===== src/rtl/rst_seq_pkg.sv =====
// Shared types for the reset sequencer: FSM state encoding and reset-cause codes.
package rst_seq_pkg;

    typedef enum logic [1:0] {
        HOLD      = 2'd0,
        WAIT_LOCK = 2'd1,
        RELEASE   = 2'd2,
        RUN       = 2'd3
    } state_e;

    localparam logic [1:0] CAUSE_POR      = 2'd0;
    localparam logic [1:0] CAUSE_TRIGGER  = 2'd1;
    localparam logic [1:0] CAUSE_LOCKLOSS = 2'd2;

endpackage


===== src/rtl/sync_ff.sv =====
// Multi-stage synchroniser with synchronous active-low clear; q_o is d_i delayed by STAGES edges.
module sync_ff #(
    parameter int unsigned STAGES = 2
) (
    input  logic clk_i,
    input  logic rst_ni,
    input  logic d_i,
    output logic q_o
);

    logic [STAGES-1:0] sync_q;

    // Shift register clocked by clk_i, cleared while rst_ni is low
    always_ff @(posedge clk_i) begin
        if (!rst_ni) begin
            sync_q <= '0;
        end else begin
            sync_q <= {sync_q[STAGES-2:0], d_i};
        end
    end

    assign q_o = sync_q[STAGES-1];

endmodule


===== src/rtl/rst_sequencer.sv =====
// Reset sequencer: holds all channel resets low, waits for PLL lock, then releases
// channels in index order with per-channel delays; re-sequences on trigger or lock loss.
module rst_sequencer
    import rst_seq_pkg::*;
#(
    parameter int unsigned               N_CHAN      = 2,
    parameter int unsigned               CNT_W       = 20,
    parameter int unsigned               HOLD_CYCLES = 128,
    parameter logic [N_CHAN*CNT_W-1:0]   REL_DELAYS  = {20'hFFFFF, 20'd128},
    parameter int unsigned               LOCK_STAGES = 2
) (
    input  logic              sys_clk,
    input  logic              sys_rst_n,
    input  logic              pll_locked,
    input  logic              trigger_reset,
    output logic [N_CHAN-1:0] rst_n_out,
    output logic              seq_done,
    output logic [1:0]        rst_cause
);

    localparam int unsigned       IDX_W     = (N_CHAN > 1) ? $clog2(N_CHAN) : 1;
    localparam logic [CNT_W-1:0]  HOLD_LAST = CNT_W'(HOLD_CYCLES - 1);
    localparam logic [IDX_W-1:0]  IDX_LAST  = IDX_W'(N_CHAN - 1);

    if ((N_CHAN < 1) || (N_CHAN > 8)) begin : g_bad_nchan
        $error("rst_sequencer: N_CHAN must be in 1..8");
    end
    if ((HOLD_CYCLES < 1) || (((HOLD_CYCLES - 1) >> CNT_W) != 32'd0)) begin : g_bad_hold
        $error("rst_sequencer: HOLD_CYCLES must be >=1 and HOLD_CYCLES-1 must fit CNT_W");
    end
    if (LOCK_STAGES < 2) begin : g_bad_stages
        $error("rst_sequencer: LOCK_STAGES must be >= 2");
    end

    state_e             state_q, state_d;
    logic [CNT_W-1:0]   cnt_q, cnt_d;
    logic [IDX_W-1:0]   idx_q, idx_d;
    logic [N_CHAN-1:0]  rst_n_q, rst_n_d;
    logic               seq_done_q, seq_done_d;
    logic [1:0]         cause_q, cause_d;
    logic               locked_s;
    logic [CNT_W-1:0]   delay_s;

    sync_ff #(
        .STAGES (LOCK_STAGES)
    ) u_lock_sync (
        .clk_i  (sys_clk),
        .rst_ni (sys_rst_n),
        .d_i    (pll_locked),
        .q_o    (locked_s)
    );

    // Release delay of the channel currently being sequenced
    assign delay_s = REL_DELAYS[32'(idx_q) * CNT_W +: CNT_W];

    // Next-state logic: aborts take priority over the normal sequence, trigger over lock loss
    always_comb begin
        state_d    = state_q;
        cnt_d      = cnt_q;
        idx_d      = idx_q;
        rst_n_d    = rst_n_q;
        seq_done_d = seq_done_q;
        cause_d    = cause_q;
        if (trigger_reset) begin
            state_d    = HOLD;
            cnt_d      = '0;
            idx_d      = '0;
            rst_n_d    = '0;
            seq_done_d = 1'b0;
            cause_d    = CAUSE_TRIGGER;
        end else if (!locked_s && ((state_q == RELEASE) || (state_q == RUN))) begin
            state_d    = HOLD;
            cnt_d      = '0;
            idx_d      = '0;
            rst_n_d    = '0;
            seq_done_d = 1'b0;
            cause_d    = CAUSE_LOCKLOSS;
        end else begin
            case (state_q)
                HOLD: begin
                    if (cnt_q == HOLD_LAST) begin
                        state_d = WAIT_LOCK;
                        cnt_d   = '0;
                    end else begin
                        cnt_d = cnt_q + CNT_W'(1);
                    end
                end
                WAIT_LOCK: begin
                    if (locked_s) begin
                        state_d = RELEASE;
                        cnt_d   = '0;
                        idx_d   = '0;
                    end else begin
                        state_d = WAIT_LOCK;
                    end
                end
                RELEASE: begin
                    if (cnt_q == delay_s) begin
                        rst_n_d[idx_q] = 1'b1;
                        cnt_d          = '0;
                        if (idx_q == IDX_LAST) begin
                            state_d    = RUN;
                            seq_done_d = 1'b1;
                            idx_d      = '0;
                        end else begin
                            idx_d = idx_q + IDX_W'(1);
                        end
                    end else begin
                        cnt_d = cnt_q + CNT_W'(1);
                    end
                end
                RUN: begin
                    rst_n_d    = {N_CHAN{1'b1}};
                    seq_done_d = 1'b1;
                end
                default: begin
                    state_d    = HOLD;
                    cnt_d      = '0;
                    idx_d      = '0;
                    rst_n_d    = '0;
                    seq_done_d = 1'b0;
                end
            endcase
        end
    end

    // State and output registers with synchronous active-low reset
    always_ff @(posedge sys_clk) begin
        if (!sys_rst_n) begin
            state_q    <= HOLD;
            cnt_q      <= '0;
            idx_q      <= '0;
            rst_n_q    <= '0;
            seq_done_q <= 1'b0;
            cause_q    <= CAUSE_POR;
        end else begin
            state_q    <= state_d;
            cnt_q      <= cnt_d;
            idx_q      <= idx_d;
            rst_n_q    <= rst_n_d;
            seq_done_q <= seq_done_d;
            cause_q    <= cause_d;
        end
    end

    assign rst_n_out = rst_n_q;
    assign seq_done  = seq_done_q;
    assign rst_cause = cause_q;

endmodule

===== config.mk =====
export PLATFORM = sky130hd
export DESIGN_NAME = rst_sequencer
export DESIGN_NICKNAME = d
export VERILOG_FILES = /design/src/rtl/rst_seq_pkg.sv /design/src/rtl/sync_ff.sv /design/src/rtl/rst_sequencer.sv
export SDC_FILE = /design/constraint.sdc
export NUM_CORES = 1
export LEC_CHECK = 0
export CORE_ASPECT_RATIO = 0.5
export CORE_UTILIZATION = 55
export DETAILED_ROUTE_END_ITERATION = 16
export PLACE_DENSITY = 0.79
export SYNTH_ARGS = -nofsm -noshare
export SYNTH_HDL_FRONTEND = slang
export SYNTH_HIERARCHICAL = 1
export SYNTH_SLANG_ARGS = --single-unit

===== constraint.sdc =====
create_clock -name sys_clk -period 2.6 [get_ports sys_clk]
set_clock_uncertainty 0.1 [all_clocks]
set_input_delay 0.26 -clock sys_clk [delete_from_list [all_inputs] [get_ports sys_clk]]
set_output_delay 0.26 -clock sys_clk [all_outputs]
set_load 0.01 [all_outputs]

==> run summary <==
Hold Vio Cnt, Final = 0
Status = completed
Non-Filler Instances = 254
Crit. path cell count = 7
Max_cap viols = 0
First-pass GRT wire length = 5780 um
CP startpoint = cnt_q[19]
Clock-pin slew on the worst setup and hold paths = 0.06 ns
Mapped Area = 0.00164 mm^2
Fin. max-slew vios = 0
Vias per std cell = 6.09
Number of fill cells = 214
Synth cell types = 38
Die Wd = 79.1 um
Die H = 40.6 um
Buffers on Ports = 8
Post-Route WL = 3880 um
Hold Crit Class = reg -> reg
CP Class = reg -> reg
Worst path slowest cell = nor4_1
Cell area after layout = 0.00193 mm^2
Final setup viols = 0
PD cells = 469 mW/mm^2
Largest net degree at the start of global routing = 18
Cell count after synthesis = 198
Clk buf depth = 2
Worst setup path end = cnt_q[13]
Die outline area = 0.00321 mm^2
Grt ovf = 0
GRT Resource Usage Total = 0.246
Critical path fanouts, max = 11
Area delta synth->final = 17.7%
Tot Pwr = 904 uW
Max-slew headroom = 0.565
Commonest cells after routing, fill and taps aside = dfxtp_1, nand2_1, nor2_1, nand3_1, a21oi_1
Worst setup EP type = register
Crit path DAT = 2.52 ns
Total negative setup slack = 0 ns
Inserted Diodes = 0
Critical path data required time = 2.67 ns
Drt drc = 0
Vias = 1548
Ys Warns = 6
Root buffer cell = clkbuf_8
Syn nets = 207
Worst path buffer plus inverter count = 1
Final Hold Slack = 0.333 ns
Initial core utilization = 0.606
1st-pass router iterations = 5
Lkg Pwr = 0.799 nW
CTS tree = done
Dpl hpwl = 2520 um
Crit path max-delay family = simple AND/OR/NAND/NOR gates
Final Critical Period = 2.45 ns
CTS sink count = 30
Worst-Margin Slew = 0.648 ns
Worst reg2reg setup slack = 0.15 ns
Placed cell count = 244
Total CTS buffers = 5
Utilization after layout = 0.713
Layout cell share with drive strength beyond 1 = 0.115
Tcrit/Tclk final = 0.942
Post-DRT Antenna Nets = 0
Worst Setup Start Kind = register
FMAX = 408 MHz
Worst Setup Slack, final = 0.150 ns
Commonest non-fill, non-tap cell in the layout = dfxtp_1
Antenna violations before repair = 0
CP Cell Sequence = nor4_1 > nand3_1 > a221oi_4 > a211oi_4 > buf_12 > and3_1 > a221o_1
Vias in the first global route = 1191
H-tree levels = 2
Post-synth EDFFs = 0
Row count = 13
Slowest Stage Delay on Critical Path = 0.49 ns
DR WL/cell = 15.3 um
Post-DP Area = 0.00179 mm^2
Post-synthesis area per instance = 8.27 um^2
Reg-to-Reg End = cnt_q[13]
Synth Flop Type = dfxtp_1
GPL Wtd Cong = 0.863
Pre-CTS setup slack = 0.0360 ns
Worst R2R Path Depth = 7
Peak supply drop = 0.000364 V
Async SR Flop Fraction = 0
RSZ-0062 raised after global routing = false
Seq/Total Area, Yosys = 0.367
Launch point of the worst reg-to-reg path = cnt_q[19]
Min-Delay Startpoint = u_lock_sync/sync_q[0]
Nets = 225
Worst skew pair latency = 0.28 ns
DRT iter0 DRCs = 174
Ports = 9
Core Region = 0.00270 mm^2
Synth Register Bits = 30
==> sequential cells by signal (all words and copies together) (netlist names) <==
register and flops:
idx_q 1, seq_done 1, state_q 2, rst_cause 2, u_lock_sync/sync_q 2, cnt_q 20
rst_n_out 2
==> worst register-to-register path: stages, from the launching register on <==
cell	delay (ns)
dfxtp_1	0.35
nor4_1	0.49
nand3_1	0.21
a221oi_4	0.45
a211oi_4	0.16
buf_12	0.17
and3_1	0.16
a221o_1	0.25
==> report_power, final <==
part           total, mW  switching, mW  internal (mW)  leakage [nW]
clock network      0.382          0.169          0.213        0.0482
logic             0.0473         0.0211         0.0262         0.509
registers          0.474        0.00800          0.466         0.243
==> area by class of cell <==
type,instances,area [um^2],area share
Clock buffer,7,86.3,0.0448
Clock inverter,1,5.00,0.00260
Inverter,6,22.5,0.0117
Multi-Input combinational cell,154,977,0.507
Sequential cell,30,601,0.312
Tap cell,37,46.3,0.0240
Timing Repair Buffer,19,188,0.0975
==> cell usage after synthesis (all sizes together) (2+ instances only) <==
cell type,count,area [um^2]
dfxtp,30,601
nand2,19,71.3
nor2,19,73.8
nand3,16,80.1
a21oi,10,50.1
a22o,8,70.1
a31oi,7,43.8
nand2b,7,43.8
a21o,6,45.0
and3,6,37.5
buf,6,42.5
inv,6,22.5
nand4,6,37.5
o21a,6,45.0
ha,5,62.6
nor4,5,31.3
o21ai,5,25.0
nor3,4,20.0
and2,3,18.8
and4,3,26.3
nor2b,3,18.8
a41oi,2,17.5
clkbuf,2,7.51
mux2i,2,20.0
==> worst min-delay path by stage <==
stage	end	slack [ns]	depth (start not counted)
finish	u_lock_sync/sync_q[1]	0.33	1
global route	u_lock_sync/sync_q[1]	0.34	1
CTS	u_lock_sync/sync_q[1]	0.34	1
detailed placement	u_lock_sync/sync_q[1]	0.33	1
global placement	u_lock_sync/sync_q[1]	0.32	1
floorplan	rst_cause[0]	0.28	1
==> per-layer routing <==
layer	vias up	global-route usage	wire, um
met5	-	0	0
met3	8	0.0636	302
met2	75	0.397	1700
met1	706	0.341	1840
li1	759	-	-
met4	0	0.0409	36
==> repair_timing <==
item	in CTS	in global routing
hold buffers	0	0
gates resized for setup	1	1
pin swaps	0	1
setup buffers	0	2
setup endpoints to repair	1	14
==> cell families (layout without fill, tap and decap cells) <==
logic type                 count (synthesis)  after routing  share of synthesized area
adders and majority gates                  5              5                     0.0382
DFF                                       30             30                      0.367
AOI/OAI and AO/OA                         51             51                      0.231
and+or+nand+nor                           93             93                      0.290
muxes                                      3              3                     0.0191
buffers and inverters                     14             33                     0.0443
xor gates and xnor gates                   2              2                     0.0107
No activity file was read; power rests on OpenSTA's default activity.
